## src/rtl/seq_detect_param.sv

```systemverilog
// Parametrised serial pattern detector with runtime pattern load, overlap mode and saturating match counter.
// Define SEQ_BIT_MASK_EN to add the pat_mask port for per-bit don't-care compares.
module seq_detect_param #(
  parameter int              PAT_W   = 4,
  parameter logic [PAT_W-1:0] PAT_RST = 4'b1001,
  parameter int              CNT_W   = 8
) (
  input  logic             clk,
  input  logic             reset,
  input  logic             bin,
  input  logic             bin_valid,
  input  logic             overlap,
  input  logic             pat_load,
  input  logic [PAT_W-1:0] pat_in,
`ifdef SEQ_BIT_MASK_EN
  input  logic [PAT_W-1:0] pat_mask,
`endif
  output logic             bout,
  output logic [CNT_W-1:0] match_cnt
);

  localparam int FW = $clog2(PAT_W + 1);
  localparam logic [FW-1:0] FULL = FW'(PAT_W);

  typedef enum logic [1:0] {
    EMPTY,
    FILLING,
    ARMED
  } state_t;

  logic [PAT_W-2:0] sr;
  logic [FW-1:0]    fill;
  logic [PAT_W-1:0] pat;
  logic [PAT_W-1:0] mask;
  logic [PAT_W-1:0] win;
  logic [FW-1:0]    fillNext;
  logic             hit;
  state_t           state;

`ifdef SEQ_BIT_MASK_EN
  assign mask = pat_mask;
`else
  assign mask = '1;
`endif

  // State is a view of the fill level; the register itself is fill.
  always_comb begin
    state = EMPTY;
    if (fill == FULL)
      state = ARMED;
    else if (fill != '0)
      state = FILLING;
  end

  always_comb begin
    win      = {sr, bin};
    fillNext = (state == ARMED) ? FULL : fill + 1'b1;
    hit      = (fillNext == FULL) && (((win ^ pat) & mask) == '0);
  end

  always_ff @(posedge clk) begin
    if (reset) begin
      sr        <= '0;
      fill      <= '0;
      pat       <= PAT_RST;
      bout      <= 1'b0;
      match_cnt <= '0;
    end else if (pat_load) begin
      pat  <= pat_in;
      sr   <= '0;
      fill <= '0;
      bout <= 1'b0;
    end else if (bin_valid) begin
      sr   <= win[PAT_W-2:0];
      bout <= hit;
      // Non-overlapping mode restarts the history so matches cannot share bits.
      fill <= (hit && !overlap) ? '0 : fillNext;
      if (hit && (match_cnt != '1))
        match_cnt <= match_cnt + 1'b1;
    end else begin
      bout <= 1'b0;
    end
  end

endmodule

```

## config.mk

```make
export PLATFORM = sky130hd
export DESIGN_NAME = seq_detect_param
export DESIGN_NICKNAME = d
export VERILOG_FILES = /design/src/rtl/seq_detect_param.sv
export SDC_FILE = /design/constraint.sdc
export NUM_CORES = 1
export LEC_CHECK = 0
export ABC_AREA = 0
export BUFFER_PORTS_ARGS = -buffer_cell sky130_fd_sc_hd__buf_4
export CELL_PAD_IN_SITES_DETAIL_PLACEMENT = 1
export CELL_PAD_IN_SITES_GLOBAL_PLACEMENT = 1
export CORE_ASPECT_RATIO = 2
export CORE_MARGIN = 1
export CORE_UTILIZATION = 35
export CTS_CLUSTER_DIAMETER = 80
export DETAILED_ROUTE_END_ITERATION = 7
export GPL_ROUTABILITY_DRIVEN = 0
export HOLD_SLACK_MARGIN = 0.1
export PLACE_DENSITY_LB_ADDON = 0.1
export RECOVER_POWER = 100
export SLEW_MARGIN = 40
export SYNTH_ARGS = -nofsm -noshare
export SYNTH_HDL_FRONTEND = slang
export SYNTH_SLANG_ARGS = --single-unit
```

## constraint.sdc

```tcl
create_clock -name clk -period 2 [get_ports clk]
set_input_delay 0.4 -clock clk [delete_from_list [all_inputs] [get_ports clk]]
set_output_delay 0.4 -clock clk [all_outputs]
set_load 0.05 [all_outputs]
```

# Word level (Yosys, flattened, before mapping)
# Cells that the tools add are included.
[word_totals]
reg_bits = 19
latch_bits = 0
mem_bits_rw = 0
rom_bits = 0
elab_cells = 27
n_memories = 0
[classes]
n_addsub = 2
n_mul = 0
div_mod_pow = 0
order_cmp = 0
eq_ne = 4
shifts = 0
mux = 4
n_bitwise = 3
n_reduce_logical = 9
[ops]
columns = ["op", "n"]
rows = [
  ["$add A8 B1 Y8 const B", 1],
  ["$ne A8 B8 Y1 const B", 1],
  ["$eq A3 B3 Y1 const B", 2],
  ["$mux W3", 2],
  ["$logic_not A4 Y1", 1],
  ["$xor A4 B4 Y4", 1],
  ["$add A3 B1 Y3 const B", 1],
  ["$logic_and A1 B1 Y1", 3],
  ["$reduce_and A3 Y1", 1],
  ["$reduce_bool A3 Y1", 1],
  ["$reduce_or A3 Y1", 1],
  ["$eq A2 B2 Y1 const B", 1],
  ["$mux W2", 1],
  ["$not A1 Y1", 2],
  ["$reduce_or A2 Y1", 1],
  ["$logic_not A1 Y1", 1],
  ["$mux W1", 1],
]

# Logic depth before layout (Yosys ltp)
[logic_depth]
depth_word = 9
depth_mapped = 8
depth_no_buf = 7

# Worst setup path after synthesis
# No wires, ideal clock.
[synth_path]
kind = "register -> register"
from = "reg fill[0]"
to = "reg match_cnt[3]"
setup_ps = 71
t_arrival_ps = 1788
path_slack_ps = 141
path_stages_with_launch = 8
path_buffers = 1
cell_sequence = "dfxtp_1 > inv_1 > ha_1 > nor4_4 > nand4b_2 > buf_6 > or3_1 > a21oi_1"
[synth_via]
elab_chain_len = 9
[synth_rtl]
columns = ["element", "line_no", "rtl"]
rows = [
  ["from (decl)", "32", "logic [FW-1:0] fill;"],
  ["from (signal assigned)", "77", "fill <= (hit && !overlap) ? '0 : fillNext;"],
  ["$reduce_bool A3 Y1", "51", "else if (fill != '0)"],
  ["$mux W1", "51", ""],
  ["$mux W2", "49", "if (fill == FULL)"],
  ["$eq A2 B2 Y1", "57", "fillNext = (state == ARMED) ? FULL : fill + 1'b1;"],
  ["$mux W3 (*)", "57", ""],
  ["$eq A3 B3 Y1 (*)", "58", "hit = (fillNext == FULL) && (((win ^ pat) & mask) == '0);"],
  ["$logic_and A1 B1 Y1 (*)", "58", ""],
  ["$logic_and A1 B1 Y1 (*)", "78", "if (hit && (match_cnt != '1))"],
  ["$reduce_and A3 Y1 (no source line) (*)", "-", ""],
  ["to (signal assigned)", "79", "match_cnt <= match_cnt + 1'b1;"],
  ["to (decl)", "19", "output logic [CNT_W-1:0] match_cnt"],
]
# Every way passes the cells marked *; elsewhere a longest branch is shown, timed or not.
# A chain may end at the register's enable or synchronous reset.

# Final worst setup path
# Ends and elaborated chain as after synthesis.

==> impl_metrics.env <==
export IMPL_synth_yosys_warnings=0
export IMPL_fmaxAchievable_mhz=516
export IMPL_mappedNetlistNets=112
export IMPL_internal_power_mw=0.558
export IMPL_timing_max_transition_violations_final=0
export IMPL_fin_cells=149
export IMPL_critPathCaptureType="register"
export IMPL_fin_skew_ns=0.00199
export IMPL_ant_nets=0
export IMPL_switchingPower_mw=0.166
export IMPL_combinationalPowerShare=0.088
export IMPL_core_rowCount=26
export IMPL_io_pin_count=19
export IMPL_yosysSeqAreaShare=0.411
export IMPL_clock_path_buffers=2
export IMPL_drt_pre_antenna_iters=2
export IMPL_global_route_peak_usage_layer="met2"
export IMPL_max_slew_margin=0.601
export IMPL_grt_max_degree=16
export IMPL_final_common_cell="sky130_fd_sc_hd__dfxtp_1"
export IMPL_run_status="finished, final reports clean"
export IMPL_leakage_power_nw=0.452
export IMPL_grt_remaining_overflow=0
export IMPL_timing_hold_worst_class="input pin to register"
export IMPL_area_growth_synth_to_final_pct=23.0
export IMPL_design_die_area_um2=2870
export IMPL_worst_endpoint_required_ns=2.19
export IMPL_finish_instance_area_um2=1140
export IMPL_detailed_route_via_count=773
export IMPL_initial_core_util=0.365
export IMPL_post_route_cells_drive_above_1_share=0.231
export IMPL_clk_root_buffer_cell="sky130_fd_sc_hd__clkbuf_8"
export IMPL_post_route_min_period_ns=1.94
export IMPL_mostFrequentLayoutCells="17 x sky130_fd_sc_hd__dfxtp_1, 13 x sky130_fd_sc_hd__nor2_1, 13 x sky130_fd_sc_hd__buf_4"
export IMPL_die_height_um=74.7
export IMPL_first_iter_violations=8
export IMPL_synthesis_instances=99
export IMPL_wirelength_mm=2.21
export IMPL_clock_sinks=19
export IMPL_antenna_cells=0
export IMPL_timing_final_crit_share=0.970
export IMPL_synthesis_area_per_instance_um2=9.35
export IMPL_htree_num_levels=1
export IMPL_groute_layer_met1_usage=0.165
export IMPL_power_sequential_fraction=0.540
export IMPL_groute_usage_overall=0.176
export IMPL_tightest_slew_ns=0.601
export IMPL_setup_reg_to_reg_worst_slack_ns=0.06
export IMPL_cts_clk_slew_worst_paths_ns=0.07
export IMPL_number_of_maximum_capacitance_violations=0
export IMPL_worst_setup_path_start_kind="register"
export IMPL_power_per_unit_of_standard_cell_area_nw_per_um2=635
export IMPL_yosysUniqueCellTypes=29
export IMPL_cts_inserted_buffers=3
export IMPL_antenna_violations_before_repair=0
export IMPL_drc=0
export IMPL_first_global_vias=801
export IMPL_finalHoldViolCount=0
export IMPL_core_area_um2=2540
export IMPL_cts_tree="built"
export IMPL_grt_met3_usage=0.00885
export IMPL_critical_path_peak_fanout=5
export IMPL_final_net_count=135
export IMPL_setup_failing_eps_final=0
export IMPL_place_port_buffers=18
export IMPL_ys_ff_latch=19
export IMPL_route_detailed_vias_per_inst=5.19
export IMPL_synth_area_um2=926
export IMPL_hpwl_mm=1.72
export IMPL_clock_latency_ns=0.25
export IMPL_placed_cells_incl_taps=142
export IMPL_route_detailed_wl_per_inst_um=14.8
export IMPL_grt_first_pass_wirelength_mm=3.55
export IMPL_criticalPathCategory="register to register"
export IMPL_netSwitchingFraction=0.229
export IMPL_die_width_um=38.4
export IMPL_placed_area_um2=1070
export IMPL_groute_layer_met2_usage=0.347
export IMPL_p_clk_frac=0.372
export IMPL_max_vdd_ir_drop_mv=0.349
export IMPL_worst_endpoint_arrival_ns=2.13
-- cells by family (layout without fill, tap and decap cells) --
family | count (synthesis) | count (layout) | share of synthesized area
simple gates | 37 | 37 | 0.235
flops | 19 | 19 | 0.411
compound gates | 17 | 17 | 0.108
mux | 9 | 9 | 0.0987
buf+inv | 9 | 31 | 0.0595
xor+xnor | 5 | 5 | 0.0473
fa+ha+maj | 3 | 3 | 0.0405
-- cell type report --
type	instances	area [um^2]
multi-input cells	71	526
clock buffers	4	45.0
repair buffers	23	135
inverters	4	15.0
well taps	28	35.0
fillers	311	1400
flip-flops and latches	19	383
-- critical path: stages, from the launching register on --
cell,delay (ns)
sky130_fd_sc_hd__dfxtp_2,0.32
sky130_fd_sc_hd__buf_4,0.13
sky130_fd_sc_hd__ha_2,0.19
sky130_fd_sc_hd__nand3b_1,0.11
sky130_fd_sc_hd__and4bb_2,0.29
sky130_fd_sc_hd__nand4b_4,0.14
sky130_fd_sc_hd__buf_4,0.17
sky130_fd_sc_hd__or3_1,0.37
sky130_fd_sc_hd__a21oi_2,0.16
-- per-layer routing --
| metal | share of wire | vias to the layer above |
|---|---|---|
| li1 | - | 386 |
| met1 | 0.36 | 371 |
| met2 | 0.60 | 12 |
| met3 | 0.015 | 4 |
| met4 | 0.024 | 0 |
| met5 | 0 | - |
-- per-stage QoR --
step                      hold slack, ns  worst slack [ns]  total power, mW   util  setup TNS [ns]
after floorplan                    0.480             0.141            0.438      -               0
final                              0.345            0.0609            0.724  0.449               0
after CTS                          0.346            0.0335            0.733  0.443               0
after global routing               0.344           -0.0252            0.746  0.449         -0.0252
after detailed placement           0.515           -0.0423            0.461  0.422         -0.0601
after global placement             0.496            0.0661            0.459  0.422               0
-- power groups by stage --
stage               clock (mW)  sequential, mW  combinational, mW
floorplan                    0           0.398             0.0400
global placement             0           0.399             0.0599
detailed placement           0           0.400             0.0617
CTS                      0.279           0.391             0.0631
global route             0.285           0.392             0.0701
finish                   0.269           0.391             0.0635
-- repair_timing --
action	4_1_cts	5_1_grt
resized for setup	1	7
pin swaps	1	4
setup endpoints to repair	3	3
hold endpoints to repair	0	0
buffers inserted	0	3
hold buffers	0	0
-- sequential cells by signal (all words and copies together) (netlist names) --
signal and cells:
fill 3, match_cnt 8, bout 1, sr 3, pat 4
-- final timing paths --
check                    start      endpoint  cells past startpoint
setup reg to reg       fill[0]  match_cnt[3]                      8
hold / removal       pat_in[0]        pat[0]                      2
setup / recovery       fill[0]  match_cnt[3]                      8
hold reg to reg   match_cnt[7]  match_cnt[7]                      2
-- Yosys cell counts --
master / n / area share
sky130_fd_sc_hd__a211o_1: 2 / 0.019
sky130_fd_sc_hd__nand4b_2: 1 / 0.016
sky130_fd_sc_hd__buf_6: 1 / 0.012
sky130_fd_sc_hd__nand3b_1: 1 / 0.0081
sky130_fd_sc_hd__nor2_1: 13 / 0.053
sky130_fd_sc_hd__nor2b_1: 3 / 0.020
sky130_fd_sc_hd__nand4_1: 1 / 0.0068
sky130_fd_sc_hd__mux2_2: 1 / 0.012
sky130_fd_sc_hd__or3_1: 3 / 0.020
sky130_fd_sc_hd__a211oi_1: 1 / 0.0081
sky130_fd_sc_hd__and4bb_2: 1 / 0.014
sky130_fd_sc_hd__buf_4: 1 / 0.0081
sky130_fd_sc_hd__mux2i_1: 8 / 0.086
sky130_fd_sc_hd__or2_2: 1 / 0.0068
sky130_fd_sc_hd__and2_2: 1 / 0.0081
sky130_fd_sc_hd__nor4_4: 1 / 0.023
sky130_fd_sc_hd__o31ai_1: 2 / 0.016
sky130_fd_sc_hd__or4_1: 2 / 0.016
sky130_fd_sc_hd__ha_1: 3 / 0.041
sky130_fd_sc_hd__a21oi_1: 8 / 0.043
sky130_fd_sc_hd__o21ai_0: 4 / 0.022
sky130_fd_sc_hd__nand2_1: 4 / 0.016
sky130_fd_sc_hd__nand3_1: 4 / 0.022
sky130_fd_sc_hd__dfxtp_1: 19 / 0.41
sky130_fd_sc_hd__clkbuf_8: 1 / 0.015
sky130_fd_sc_hd__nor3_1: 1 / 0.0054
sky130_fd_sc_hd__clkbuf_1: 2 / 0.0081
sky130_fd_sc_hd__inv_1: 4 / 0.016
sky130_fd_sc_hd__xor2_1: 5 / 0.047
Power figures use the tool's default switching activity.
